--- config.mk ---
export PLATFORM = sky130hd
export DESIGN_NAME = pulse_stretch_mc
export DESIGN_NICKNAME = d
export VERILOG_FILES = /design/src/rtl/pulse_stretch_pkg.sv /design/src/rtl/pulse_stretch_ch.sv /design/src/rtl/pulse_stretch_mc.sv
export SDC_FILE = /design/constraint.sdc
export NUM_CORES = 1
export LEC_CHECK = 0
export BUFFER_PORTS_ARGS = -buffer_cell sky130_fd_sc_hd__clkbuf_2
export CAP_MARGIN = 15
export CORE_ASPECT_RATIO = 1.2
export CORE_UTILIZATION = 45
export DETAILED_ROUTE_END_ITERATION = 6
export PLACE_DENSITY = 0.7
export SETUP_SLACK_MARGIN = 0.4
export SLEW_MARGIN = 20
export SYNTH_ARGS = -nofsm -noshare
export SYNTH_HDL_FRONTEND = slang
export SYNTH_HIERARCHICAL = 1
export SYNTH_SLANG_ARGS = --single-unit
export TNS_END_PERCENT = 5
--- constraint.sdc ---
create_clock -name clk -period 3.4 [get_ports clk]
set_input_delay 0.34 -clock clk [delete_from_list [all_inputs] [get_ports clk]]
set_output_delay 0.34 -clock clk [all_outputs]
set_load 0.01 [all_outputs]
--- src/rtl/pulse_stretch_pkg.sv ---
// Shared parameter defaults and legal ranges for the multi-channel pulse stretcher.
package pulse_stretch_pkg;

  // Number of independent channels.
  localparam int NCH_DEF = 4;
  localparam int NCH_MIN = 1;
  localparam int NCH_MAX = 32;

  // Width of the length input and of each channel's remaining-count register.
  localparam int CW_DEF = 8;
  localparam int CW_MIN = 2;
  localparam int CW_MAX = 16;

  // Evaluates to 1 when a parameter pair lies inside the supported ranges.
  function automatic bit params_ok(input int nch, input int cw);
    return (nch >= NCH_MIN) && (nch <= NCH_MAX) && (cw >= CW_MIN) && (cw <= CW_MAX);
  endfunction

endpackage

--- src/rtl/pulse_stretch_ch.sv ---
// One pulse-stretcher channel: a remaining-count register, the stretched pulse,
// and a one-cycle done strobe that fires only on natural expiry.
//
// Handshake: none. trig is a level sample; every cycle it is high counts as one
// trigger. A trigger is accepted when en is high, clr is low, len is non-zero,
// and either the channel is idle or retrig is high.
module pulse_stretch_ch
  import pulse_stretch_pkg::*;
#(
  parameter int CW = CW_DEF
) (
  input  logic          clk,
  input  logic          rst,
  input  logic          clr,
  input  logic          en,
  input  logic          retrig,
  input  logic [CW-1:0] len,
  input  logic          trig,
  output logic          pulse,
  output logic          done,
  output logic          pulse_nxt
);

  logic [CW-1:0] rem_q, rem_d;
  logic          pulse_q, pulse_d;
  logic          done_q, done_d;
  logic          accept;

  // Accept decision and next-state for the count, pulse and done strobe.
  // len is only looked at here, so a later change cannot touch a running pulse.
  always_comb begin
    accept  = trig & en & ~clr & (len != '0) & (~pulse_q | retrig);
    rem_d   = rem_q;
    if (clr) begin
      rem_d = '0;
    end else if (accept) begin
      rem_d = len;
    end else if (rem_q != '0) begin
      rem_d = rem_q - CW'(1);
    end
    pulse_d = (rem_d != '0);
    // A reload on the last cycle (retrig) or a clear suppresses the strobe.
    done_d  = ~clr & ~accept & (rem_q == CW'(1));
  end

  // Channel state registers; reset aborts a pulse without any strobe.
  always_ff @(posedge clk or posedge rst) begin
    if (rst) begin
      rem_q   <= '0;
      pulse_q <= 1'b0;
      done_q  <= 1'b0;
    end else begin
      rem_q   <= rem_d;
      pulse_q <= pulse_d;
      done_q  <= done_d;
    end
  end

  assign pulse     = pulse_q;
  assign done      = done_q;
  assign pulse_nxt = pulse_d;

endmodule

--- src/rtl/pulse_stretch_mc.sv ---
// Multi-channel pulse stretcher: NCH independent channels sharing len, en,
// retrig and clr, plus a registered busy flag that is the OR of all pulses.
module pulse_stretch_mc
  import pulse_stretch_pkg::*;
#(
  parameter int NCH = NCH_DEF,
  parameter int CW  = CW_DEF
) (
  input  logic           clk,
  input  logic           rst,
  input  logic           clr,
  input  logic           en,
  input  logic           retrig,
  input  logic [CW-1:0]  len,
  input  logic [NCH-1:0] trig,
  output logic [NCH-1:0] pulse,
  output logic [NCH-1:0] done,
  output logic           busy
);

  logic [NCH-1:0] pulse_nxt;
  logic           busy_q, busy_d;

  for (genvar i = 0; i < NCH; i++) begin : g_ch
    pulse_stretch_ch #(
      .CW(CW)
    ) u_ch (
      .clk      (clk),
      .rst      (rst),
      .clr      (clr),
      .en       (en),
      .retrig   (retrig),
      .len      (len),
      .trig     (trig[i]),
      .pulse    (pulse[i]),
      .done     (done[i]),
      .pulse_nxt(pulse_nxt[i])
    );
  end

  // busy is built from the channels' next pulse values so the registered flag
  // lines up cycle-for-cycle with the registered pulse bits.
  always_comb begin
    busy_d = |pulse_nxt;
  end

  // Registered busy flag.
  always_ff @(posedge clk or posedge rst) begin
    if (rst) begin
      busy_q <= 1'b0;
    end else begin
      busy_q <= busy_d;
    end
  end

  assign busy = busy_q;

endmodule

# Yosys cells after proc, flatten, opt, wreduce, memory -nomap -nowiden
# Cells that the tools add are included.
totals:
  out_inout_bits: 9
  wordCells: 80
  reg_bits: 41
classes:
  bitwise_logic: 37
  mux: 12
  add_sub_neg: 4
  n_eq_ne: 4
  n_reduce_logical: 10
op_table:
  columns: ["cell", "count"]
  rows:
  - ["two-way mux 8 bit", 12]
  - ["nonzero test 8 bit", 9]
  - ["== test 8 x 1 -> 1 bit, second input constant", 4]
  - ["subtractor 8 x 1 -> 8 bit, second input constant", 4]
  - ["bitwise AND 1 bit", 24]
  - ["inverter 1 bit", 9]
  - ["bitwise OR 1 bit", 4]
  - ["OR reduction 4 bit", 1]

# Depth between registers and ports, before layout
depth:
  ltp_word: 8
  mapped_depth: 8
  ltp_nobuf: 8

# Modules after synthesis
# Netlist, hierarchy kept.
by_module_without_submodules:
  columns: ["mod", "cells_per_inst", "seq_area_each_um2", "area_per_inst_um2", "n_inst"]
  rows:
  - ["pulse_stretch_ch", 82, 250.2, 730.7, 4]
  - ["pulse_stretch_mc", 3, 25.0, 36.3, 1]

# Least setup slack after synthesis
# No wires, ideal clock.
synth_path:
  kind: "flip-flop to flip-flop"
  from: "reg g_ch[1].u_ch.rem_q[0]"
  to: "reg busy_q (netlist: busy)"
  path_buffers: 0
  path_stages_with_launch: 8
  t_arrival_ns: 1.971
  slack_ns: 1.290
  cell_sequence: "dfrtp_1 inv_1 ha_1 nor3b_1 nand2_2 o221ai_1 o311ai_1 or4_1"
synth_between:
  elab_chain_len: 6
synth_lines:
  columns: ["item", "line", "source"]
  rows:
  - ["start, declared", "pulse_stretch_ch.sv:24", "logic [CW-1:0] rem_q, rem_d;"]
  - ["start signal, assigned", "pulse_stretch_ch.sv:53", "rem_q <= rem_d;"]
  - ["subtractor 8 x 1 -> 8 bit or nonzero test 8 bit (tied branches)", "pulse_stretch_ch.sv:39, pulse_stretch_ch.sv:38", null]
  - ["two-way mux 8 bit (*)", "pulse_stretch_ch.sv:38", "end else if (rem_q != '0) begin"]
  - ["two-way mux 8 bit (*)", "pulse_stretch_ch.sv:36", "end else if (accept) begin"]
  - ["two-way mux 8 bit (*)", "pulse_stretch_ch.sv:34", "if (clr) begin"]
  - ["nonzero test 8 bit (*)", "pulse_stretch_ch.sv:41", "pulse_d = (rem_d != '0);"]
  - ["named net pulse_nxt[1]", "pulse_stretch_mc.sv:21", "logic [NCH-1:0] pulse_nxt;"]
  - ["OR reduction 4 bit (*)", "pulse_stretch_mc.sv:44", "busy_d = |pulse_nxt;"]
  - ["named net busy_d", "pulse_stretch_mc.sv:22", "logic busy_q, busy_d;"]
  - ["end signal, assigned", "pulse_stretch_mc.sv:52", "busy_q <= busy_d;"]
  - ["end, declared", "pulse_stretch_mc.sv:22", null]
# Mark *: on every way through the listed nets, which the timed path passes. The rest lies on a longest branch.

# Final worst setup path
layout_path:
  from: "reg g_ch[0].u_ch.pulse_q"
  to: "reg busy_q (netlist: busy)"
layout_between:
  elab_chain_len: 7
layout_lines:
  columns: ["item", "line", "source"]
  rows:
  - ["start, declared", "pulse_stretch_ch.sv:25", "logic pulse_q, pulse_d;"]
  - ["start signal, assigned", "pulse_stretch_ch.sv:54", "pulse_q <= pulse_d;"]
  - ["inverter 1 bit", "pulse_stretch_ch.sv:32", "accept = trig & en & ~clr & (len != '0) & (~pulse_q | retrig);"]
  - ["bitwise OR 1 bit", "pulse_stretch_ch.sv:32", null]
  - ["bitwise AND 1 bit", "pulse_stretch_ch.sv:32", null]
  - ["two-way mux 8 bit", "pulse_stretch_ch.sv:36", null]
  - ["two-way mux 8 bit", "pulse_stretch_ch.sv:34", null]
  - ["nonzero test 8 bit", "pulse_stretch_ch.sv:41", null]
  - ["named net pulse_nxt[0]", "pulse_stretch_mc.sv:21", null]
  - ["OR reduction 4 bit", "pulse_stretch_mc.sv:44", null]
  - ["named net busy_d", "pulse_stretch_mc.sv:22", null]
# The timed path passes the listed nets, and every way through them passes these cells.

==> results.cfg <==
[status]
status = finished clean

[sta]
final.setup.tns_ns = 0
finalCritPeriodShare_pct = 69.3
hold-worst-slack_ns = 0.412
setup_violations = 0
maxSlewViolCount = 0
finalHoldViolCount = 0
tightest_slew_ns = 0.704
finalClockSkew_ns = 0.00929
rsz0062_at_grt = no
period_minus_slack_ns = 2.36
fmax_mhz = 425
maxSlewHeadroom_pct = 52.7

[floorplanning]
coreArea_mm2 = 0.00641
die_area_mm2 = 0.00691
die_w_um = 76.0
initial_core_util_pct = 46.2
die_h_um = 90.8
io_pins = 26
rows = 32

[min_path]
min_path_cells = 3
hold_class = primary input to flop
min_from = len[3]

[logic_synthesis]
synth_cell_types = 29
synth_edf_count = 0
ys_seq_area_share_pct = 34.7
postSynthAreaPerCell_um2 = 8.94
synthFlopType = dfrtp_1
synth-seq-cells = 41
async_reset_ff_share_pct = 100
synth_fp_nets = 360
netlist_area_mm2 = 0.00296
yosysWarnings = 6
netlist_instances = 331

[placed_design]
hpwl_um = 5200
port_buffers = 25
gp_congestion = 0.914
place_area_mm2 = 0.00312

[drt]
vias = 2491
remaining_drc_errors = 0
drt_iter0_drc = 171
first_pass_iters = 4
drt-wirelength-per-cell_um = 16.0
drtAntennaViolNets = 0
vias_per_cell = 5.69
wirelength_um = 7000

[setup_path]
r2r-start = g_ch[0].u_ch/pulse
r2r_end = busy
cp.arrival_ns = 2.52
crit_chain = nor2b_1 -> nor3_1 -> a21oi_2 -> a32oi_1 -> o311ai_1 -> or4_1
crit_start = g_ch[0].u_ch/pulse
cp-start-kind = flop
slowest_delay_ns = 0.58
path_buf_inv = 0
critical_path_depth = 6
critPathCaptureType = flop
reg2reg_depth = 6
crit_type = flop to flop
cp.required_ns = 3.57
endpoint = busy
worst_path_max_delay_cell = nor3_1
r2r_slack_ns = 1.04
worstPathMaxFanout = 7
crit_family = simple AND/OR/NAND/NOR gates

[power_and_ir_drop]
pwr-share-seq_pct = 29.3
powerDensity_mw_per_mm2 = 1060
vdd_drop_max_mv = 0.332
internal-power_mw = 1.90
clkPwrFrac_pct = 11.2
p_leak_nw = 1.37
p_comb_share_pct = 59.5
switchingPower_mw = 1.54
swShare_pct = 44.8

[cts]
clock_sinks = 41
root_buffer = clkbuf_8
cts.path.max_buffers = 2
post_cts_buffers = 0
cts_made_buffers = 5
clk_pin_slew_ns = 0.08
htree_levels = 2
cts_hold_buf = 1
cts_resized = 0
cts_tree = done
worst_skew_pair.late_latency_ns = 0.29

[run]
drv_cap = 0

[cells_and_area]
antenna_cells = 0
area_growth_pct = 9.39
ff_latch_area_mm2 = 0.00103
nNetsFinal = 382
final_layout_size_suffix_gt1_share_pct = 18.4
multi_input_area_mm2 = 0.00176
final_cell_area_mm2 = 0.00324
fill_cells = 607

[global_route]
gr-total-overflow = 0
grt_pass1_wl_um = 12000
antenna_found_initial = 0
first_global_vias = 2452
grt_max_degree = 32
grt.total_usage_pct = 22.0
==> per-stage QoR <==
stage	utilization (%)	cells	worst slack, ns	power, mW
2_1_floorplan	-	331	1.29	2.71
3_3_place_gp	48.8	430	1.08	3.01
3_5_place_dp	48.8	430	1.08	3.04
4_1_cts	50.5	438	1.06	3.45
5_1_grt	50.5	438	0.822	3.77
6_report	50.5	438	1.04	3.44
==> synth_stat cells, types with 12 or more instances <==
cell type  instances  area (um^2)
nor3_1            20          100
dfrtp_1           41         1030
a21oi_1           20          100
nand3_1           20          100
a32o_1            12          120
inv_1             17         63.8
nor2_1            24         90.1
ha_1              12          150
xnor2_1           20          175
buf_2             12         60.1
nand2_1           40          150
==> tightest hold or removal path: cells and delay by family <==
family	cells	cell delay, ns
AOI/OAI and AO/OA	1	0.05
and+or+nand+nor	1	0.09
buffers and inverters	1	0.19
==> how the worst min path moves through the flow <==
stage               slack, ns               endpoint
floorplan                0.07                   busy
global placement         0.23                   busy
detailed placement       0.23                   busy
CTS                      0.40  g_ch[0].u_ch/rem_q[4]
global route             0.40  g_ch[2].u_ch/rem_q[3]
finish                   0.41  g_ch[2].u_ch/rem_q[3]
==> kinds of logic (layout without fill, tap and decap cells) <==
group                    after synthesis  count (layout)  share of synthesized area (%)
AND/OR/NAND/NOR                      145             145                           27.3
AO/OA/AOI/OAI                         68              68                           16.9
flip-flops                            41              41                           34.7
buffers and inverters                 33              55                           5.71
XOR/XNOR                              28              28                           8.29
adder cells (fa/ha/maj)               12              12                           5.07
multiplexers                           4               4                           2.03
==> power by group through the flow <==
stage          combinational, mW  clock, mW  sequential [mW]
2_1_floorplan               1.82          0            0.880
3_3_place_gp                2.01          0             1.01
3_5_place_dp                2.03          0             1.01
4_1_cts                     2.05      0.396             1.01
5_1_grt                     2.30      0.422             1.05
6_report                    2.05      0.385             1.01
==> cell usage in the layout (no fill, tap or decap), drive strengths merged <==
cell type | synthesis | routed
dlygate4sd3 | 0 | 1
xor2 | 8 | 8
a21oi | 28 | 28
a22o | 4 | 4
nor2 | 24 | 24
clkbuf | 0 | 30
a32o | 12 | 12
nor3b | 4 | 4
ha | 12 | 12
clkinv | 0 | 1
nand3b | 8 | 8
o311ai | 4 | 4
inv | 17 | 17
bufinv | 0 | 1
mux2 | 4 | 4
nor2b | 8 | 8
nand3 | 20 | 20
buf | 16 | 5
and4 | 4 | 4
o21ai | 8 | 8
o221ai | 4 | 4
or4 | 1 | 1
nor4 | 8 | 8
xnor2 | 20 | 20
dfrtp | 41 | 41
nor3 | 20 | 20
a21boi | 4 | 4
nand2 | 48 | 48
a32oi | 4 | 4
==> sequential cells by signal, summed over array words and instances (netlist names) <==
signal,count
busy,1
g_ch.u_ch/rem_q,32
g_ch.u_ch/done,4
g_ch.u_ch/pulse,4
==> layout make-up <==
cell class	count	area share, %
sequential	41	31.7
multi-input combinational	257	54.5
inverter	17	1.97
clock inverter	2	1.08
timing repair buffer	31	5.33
clock buffer	5	2.13
tap	85	3.29
==> layer usage <==
| metal | wire length, um | GRT usage [%] | vias up |
|---|---|---|---|
| met5 | 0 | 0 | - |
| li1 | - | - | 1225 |
| met4 | 155 | 8.65 | 0 |
| met2 | 3280 | 36.6 | 48 |
| met3 | 289 | 3.74 | 12 |
| met1 | 3270 | 28.3 | 1206 |
Note: power is estimated with default switching activity, not from simulation.
